$ cat config.mk
export PLATFORM = sky130hd
export DESIGN_NAME = alu_1bit
export DESIGN_NICKNAME = d
export VERILOG_FILES = /design/src/rtl/alu_1bit.sv
export SDC_FILE = /design/constraint.sdc
export NUM_CORES = 1
export LEC_CHECK = 0
export BUFFER_PORTS_ARGS = -buffer_cell sky130_fd_sc_hd__buf_2
export CORE_AREA = 10 10 47 49
export CTS_CLUSTER_DIAMETER = 30
export DETAILED_ROUTE_END_ITERATION = 12
export DIE_AREA = 0 0 57 59
export GPL_TIMING_DRIVEN = 1
export PLACE_DENSITY = 0.37
export SETUP_SLACK_MARGIN = 0.3
export SYNTH_ARGS = -nofsm -noshare
export SYNTH_HDL_FRONTEND = slang
export SYNTH_SLANG_ARGS = --single-unit
$ cat constraint.sdc
create_clock -name clk -period 2.51 [get_ports clk]
set_clock_uncertainty 0.1 [all_clocks]
set_input_delay 0.1255 -clock clk [delete_from_list [all_inputs] [get_ports clk]]
set_output_delay 0.1255 -clock clk [all_outputs]
set_load 0.01 [all_outputs]
$ cat src/rtl/alu_1bit.sv
// One-bit ALU slice: AND/OR/XOR/ADD/SLT on optionally inverted operands.
// Sixteen slices ripple through cin/cout; result, cout and set are registered.
module alu_1bit (
   input  logic       clk,
   input  logic       reset,
   input  logic       a,
   input  logic       b,
   input  logic       cin,
   input  logic       ainvert,
   input  logic       bnegate,
   input  logic [2:0] op,
   input  logic       less,
   output logic       result,
   output logic       cout,
   output logic       set
);

   logic w_aa;
   logic w_bb;
   logic w_sum;
   logic w_carry;
   logic w_result;
   logic r_result;
   logic r_cout;
   logic r_set;

   assign w_aa    = a ^ ainvert;
   assign w_bb    = b ^ bnegate;
   assign w_sum   = w_aa ^ w_bb ^ cin;
   assign w_carry = (w_aa & w_bb) | (w_aa & cin) | (w_bb & cin);

   // Operation select; unused codes drive zero so a stray op cannot leak data.
   always_comb begin
      w_result = 1'b0;
      case (op)
         3'b000:  w_result = w_aa & w_bb;
         3'b010:  w_result = w_aa | w_bb;
         3'b110:  w_result = w_aa ^ w_bb;
         3'b100:  w_result = w_sum;
         3'b101:  w_result = less;
         default: w_result = 1'b0;
      endcase
   end

   // Output registers; cout and set follow the adder regardless of op.
   always_ff @(posedge clk) begin
      if (reset) begin
         r_result <= 1'b0;
         r_cout   <= 1'b0;
         r_set    <= 1'b0;
      end else begin
         r_result <= w_result;
         r_cout   <= w_carry;
         r_set    <= w_sum;
      end
   end

   assign result = r_result;
   assign cout   = r_cout;
   assign set    = r_set;

endmodule

==> results.sh, run 1 <==
export IMPL_cts_tree="done"
export IMPL_ctsResizeCount=0
export IMPL_max_freq_mhz=687.8
export IMPL_start_util_pct=13.84
export IMPL_syn_area_per_cell_um2=9.697
export IMPL_power_per_cell_area_nw_per_um2=593.3
export IMPL_cp_slowest_cell="fa_1"
export IMPL_grt_pass1_wl_um=883
export IMPL_numPortBuffers=13
export IMPL_cp_cell_sequence="buf_2 > xor2_1 > fa_1 > mux2i_1 > nor4_1 > a211o_1"
export IMPL_grt_pass1_vias=219
export IMPL_grt_usage_pct=3.505
export IMPL_clk_pin_slew_ps=40
export IMPL_multi_input_area_um2=126.4
export IMPL_ys_seq_area_share_pct=30.97
export IMPL_wl_met2_um=165
export IMPL_routabilityCongestion=0.6801
export IMPL_synthTopCellsByArea="dfxtp_1 (31%), ha_1 (13%), fa_1 (10%)"
export IMPL_grt_overflow_total=0
export IMPL_yosys_warnings=0
export IMPL_drt_iter0_markers=2
export IMPL_relSlewSlack_pct=80.21
export IMPL_status="complete, no violations"
export IMPL_fillers=157
export IMPL_rows=14
export IMPL_dieWidth_um=57
export IMPL_crit_arrival_ps=1460
export IMPL_vdd_drop_max_mv=0.1118
export IMPL_cp_start_kind="input pin"
export IMPL_crit_path_start="ainvert"
export IMPL_clock_sinks=3
export IMPL_drive_above_1_share_pct=43.24
export IMPL_clockBufferDepth=2
export IMPL_netlist_instances=20
export IMPL_drv_slew=0
export IMPL_tightest_slew_ps=295.9
export IMPL_worst_ep_required_time_ps=2520
export IMPL_diodes=0
export IMPL_cts_root_buf="clkbuf_4"
export IMPL_antenna_found_initial=0
export IMPL_max_stage_delay_ps=480
export IMPL_ios=14
export IMPL_top_layer="met3"
export IMPL_wl_met1_um=259
export IMPL_firstDrtPassIters=2
export IMPL_layout_common_cells="buf_2 (13), clkbuf_4 (3), dfxtp_1 (3)"
export IMPL_wl_met3_um=123
export IMPL_postCtsSetupRepairBufs=0
export IMPL_layout_nets=52
export IMPL_core_um2=1401
export IMPL_crit_type="input pin to register"
export IMPL_wirelength_um=548
export IMPL_dpl_cell_area_um2=279.0
export IMPL_cp_end_kind="register"
export IMPL_drcViolationCount=0
export IMPL_hold_viol=0
export IMPL_layout_commonest_cell="buf_2"
export IMPL_yosysUniqueCellTypes=14
export IMPL_hp_class="input pin to register"
export IMPL_p_leak_nw=0.1630
export IMPL_finalCritPeriodShare_pct=57.93
export IMPL_holdPathStages=2
export IMPL_finalSetupTns_ps=0
export IMPL_syn_num_nets=34
export IMPL_hold_start="reset"
export IMPL_htreeDepth=1
export IMPL_setup_violations=0
export IMPL_synth_area_um2=193.9
export IMPL_via_count=195
export IMPL_seqCellArea_um2=60.06
export IMPL_cts_made_buffers=3
export IMPL_detail_route_antenna_nets=0
export IMPL_die_area_um2=3363
export IMPL_routedWlPerCell_um=10.34
export IMPL_min_to="cout"
export IMPL_yosys_area_top_type="dfxtp_1"
export IMPL_finalCriticalPeriod_ps=1454
export IMPL_yosysTopAreaCellShare_pct=30.97
export IMPL_synthToLayoutAreaGrowth_pct=57.42
export IMPL_die_height_um=59
export IMPL_cap_violations=0
export IMPL_grt_max_degree=6
export IMPL_ctsHoldBuffers=0
export IMPL_grt_setup_unrepaired="no"
export IMPL_crit_fanout=3
export IMPL_yosys_register_bits=3
export IMPL_avgViaCountPerCell=3.679
export IMPL_final_design_area_no_fill_um2=305.3
==> Yosys cell counts (all sizes together) <==
| cell type | instances |
|---|---|
| a211o | 1 |
| dfxtp | 3 |
| fa | 1 |
| ha | 2 |
| inv | 2 |
| mux2i | 1 |
| nand2 | 1 |
| nand3 | 1 |
| nor2b | 2 |
| nor3 | 1 |
| nor3b | 1 |
| nor4 | 1 |
| o21ai | 1 |
| xor2 | 2 |
==> cells by family after synthesis <==
| kind of cell | count (synthesis) | synth area share [%] |
|---|---|---|
| simple gates | 7 | 20.64 |
| fa+ha+maj | 3 | 23.22 |
| compound gates | 2 | 7.095 |
| mux | 1 | 5.161 |
| xor+xnor | 2 | 9.034 |
| buf+inv | 2 | 3.872 |
| flops | 3 | 30.97 |
==> cell type report <==
class | count | area share, %
Tap cell | 16 | 6.557
Sequential cell | 3 | 19.67
Inverter | 2 | 2.459
Clock buffer | 4 | 8.607
Multi-Input combinational cell | 15 | 41.39
Timing Repair Buffer | 13 | 21.31
==> per-stage QoR <==
stage	total power, mW	worst slack [ps]	instances	util (%)	hold slack (ps)
global placement	0.09829	837.2	49	19.91	252.6
finish	0.1811	1056	53	21.79	16.28
detailed placement	0.1006	792.5	49	19.91	258.0
global route	0.1921	970.3	53	21.79	27.91
floorplan	0.07893	1020	20	-	97.11
CTS	0.1858	1035	53	21.79	14.47
==> how the worst max path moves through the flow <==
stage	end	slack, ps	depth (start not counted)
2_1_floorplan	result	1020	5
3_3_place_gp	result	840	6
3_5_place_dp	result	790	6
4_1_cts	result	1040	6
5_1_grt	result	970	6
6_report	result	1060	6
==> registers in the layout, summed over array words and instances, names as in the netlist <==
register / flops
cout: 1
result: 1
set: 1
==> power by group <==
group          switching (mW)  leakage, nW  total, mW  internal, mW
sequential            0.00119       0.0249     0.0547        0.0535
combinational          0.0226        0.123     0.0443        0.0217
clock                  0.0227       0.0150     0.0821        0.0594
total                  0.0465        0.163      0.181         0.135
==> per-layer routing <==
layer | vias to the layer above | global-route usage (%)
met5 | - | 0
met4 | 0 | 3.020
met3 | 0 | 4.292
met2 | 14 | 3.256
met1 | 80 | 3.695
li1 | 101 | -
==> worst max-delay path, delay by kind of cell <==
family	cells	cell delay, ps
AOI/OAI and AO/OA	1	270
xor gates and xnor gates	1	270
adders and majority gates	1	480
buffers and inverters	1	100
muxes	1	150
and+or+nand+nor	1	60
(Power assumes the default switching activity.)
==> run 2: changes to the inputs <==
- clock period: 2.51 -> 1.5 ns (I/O delays scaled with it)
==> run 2 against run 1 <==
Effect of this change: sequential cell count is the same; non-clock buffer count up 3; combinational power rose by 110%; sequential share of layout area decreased by 3.6 points; global-route usage barely moved; utilization up 4.8 points; sequential power up 67%; final cell count up 5.7%; critical path depth unchanged; count of clock-buffer cells in the layout is the same; design area is 22% higher; via count is 4.6% higher; critical endpoint unchanged; largest power group unchanged.
==> results.sh, run 2 (synthesis gave the netlist of run 1 again) <==
export IMPL_drive_above_1_share_pct=50.00
export IMPL_dpl_cell_area_um2=320.3
export IMPL_seqCellArea_um2=60.06
export IMPL_cp_slowest_cell="fa_1"
export IMPL_worst_ep_required_time_ps=1510
export IMPL_crit_type="input pin to register"
export IMPL_ios=14
export IMPL_routabilityCongestion=0.6663
export IMPL_layout_commonest_cell="buf_2"
export IMPL_htreeDepth=1
export IMPL_drv_slew=0
export IMPL_cp_end_kind="register"
export IMPL_dp_hpwl_um=498.9
export IMPL_critPathBufInv=1
export IMPL_routedWlPerCell_um=9.696
export IMPL_die_area_um2=3363
export IMPL_tightest_slew_ps=211.7
export IMPL_drcViolationCount=0
export IMPL_wirelength_um=543
export IMPL_final_design_area_no_fill_um2=372.9
export IMPL_fin_ws_ps=260.6
export IMPL_multi_input_area_um2=152.6
export IMPL_grt_usage_pct=3.553
export IMPL_layout_common_cells="buf_2 (11), clkbuf_4 (3), dfxtp_1 (3)"
export IMPL_max_stage_delay_ps=470
export IMPL_firstDrtPassIters=1
export IMPL_grt_max_degree=6
export IMPL_detail_route_antenna_nets=0
export IMPL_pre_cts_slack_ps=-65.12
export IMPL_drt_iter0_markers=0
export IMPL_clock_sinks=3
export IMPL_cp_cell_sequence="buf_8 > xor2_4 > fa_1 > mux2i_1 > nor4_1 > a211o_1"
export IMPL_vdd_drop_max_mv=0.2033
export IMPL_grt_pass1_wl_um=910
export IMPL_avgViaCountPerCell=3.643
export IMPL_numPortBuffers=13
export IMPL_crit_fanout=2
export IMPL_dieWidth_um=57
export IMPL_antenna_found_initial=0
export IMPL_fin_cells=56
export IMPL_cp_start_kind="input pin"
export IMPL_crit_family="adder cells"
export IMPL_cts_root_buf="clkbuf_4"
export IMPL_hp_class="input pin to register"
export IMPL_grt_pass1_vias=245
export IMPL_crit_arrival_ps=1250
export IMPL_grt_overflow_total=0
export IMPL_timing_hold_ws_ps=127.8
export IMPL_finalCriticalPeriod_ps=1239
export IMPL_setup_violations=0
export IMPL_clk_pin_slew_ps=30
export IMPL_start_util_pct=13.84
export IMPL_clockBufferDepth=2
export IMPL_layout_nets=55
export IMPL_hold_viol=0
export IMPL_die_height_um=59
export IMPL_diodes=0
export IMPL_placed_cells=51
export IMPL_p_leak_nw=0.1868
export IMPL_rows=14
export IMPL_fillers=168
export IMPL_cts_made_buffers=3
export IMPL_cts_tree="done"
export IMPL_cap_violations=0
export IMPL_via_count=204
export IMPL_postCtsSetupRepairBufs=0
export IMPL_synthToLayoutAreaGrowth_pct=92.26
export IMPL_post_route_util_pct=26.61
export IMPL_grt_setup_unrepaired="yes"
export IMPL_finalCritPeriodShare_pct=82.62
export IMPL_core_um2=1401
export IMPL_status="complete, no violations"
export IMPL_relSlewSlack_pct=85.76
export IMPL_max_freq_mhz=806.9
export IMPL_power_per_cell_area_nw_per_um2=862.6
## run 2: metrics by stage
step / power, mW / setup TNS [ps]
floorplan: 0.1358 / 0
global placement: 0.1815 / -32.99
detailed placement: 0.1834 / -65.12
CTS: 0.3313 / 0
global route: 0.3409 / 0
finish: 0.3216 / 0
## run 2: routing by layer
layer	global-route usage, %	vias up	routed length (um)
li1	-	107	-
met1	3.589	83	263
met2	4.031	14	161
met3	3.648	0	117
met4	3.020	0	0
met5	0	-	0
## run 2: what timing repair did
action,CTS,global route
endpoints found under the setup margin,1,1
resized for setup,5,0
endpoints found under the hold margin,2,0
hold buffers,1,0
pin swaps,4,3
## run 2: cell type report
class | count | area share (%)
timing repair buffer | 16 | 28.52
multi-input combinational | 15 | 40.94
inverter | 2 | 2.013
clock buffer | 4 | 7.047
tap | 16 | 5.369
sequential | 3 | 16.11
## run 2: worst paths after layout
path   from      to  slack (ps)  cells after the start
max       a  result         260                      6
min   op[2]  result         130                      4
## run 2: tightest hold or removal path: stages
cell and delay (ps):
buf_2 120, nand2_1 50, o21ai_0 60, a211o_1 110
## run 2: power by group
group	switching [mW]	internal, mW	leakage (nW)
sequential	0.00194	0.0895	0.0249
combinational	0.0420	0.0527	0.147
clock	0.0361	0.0993	0.0150
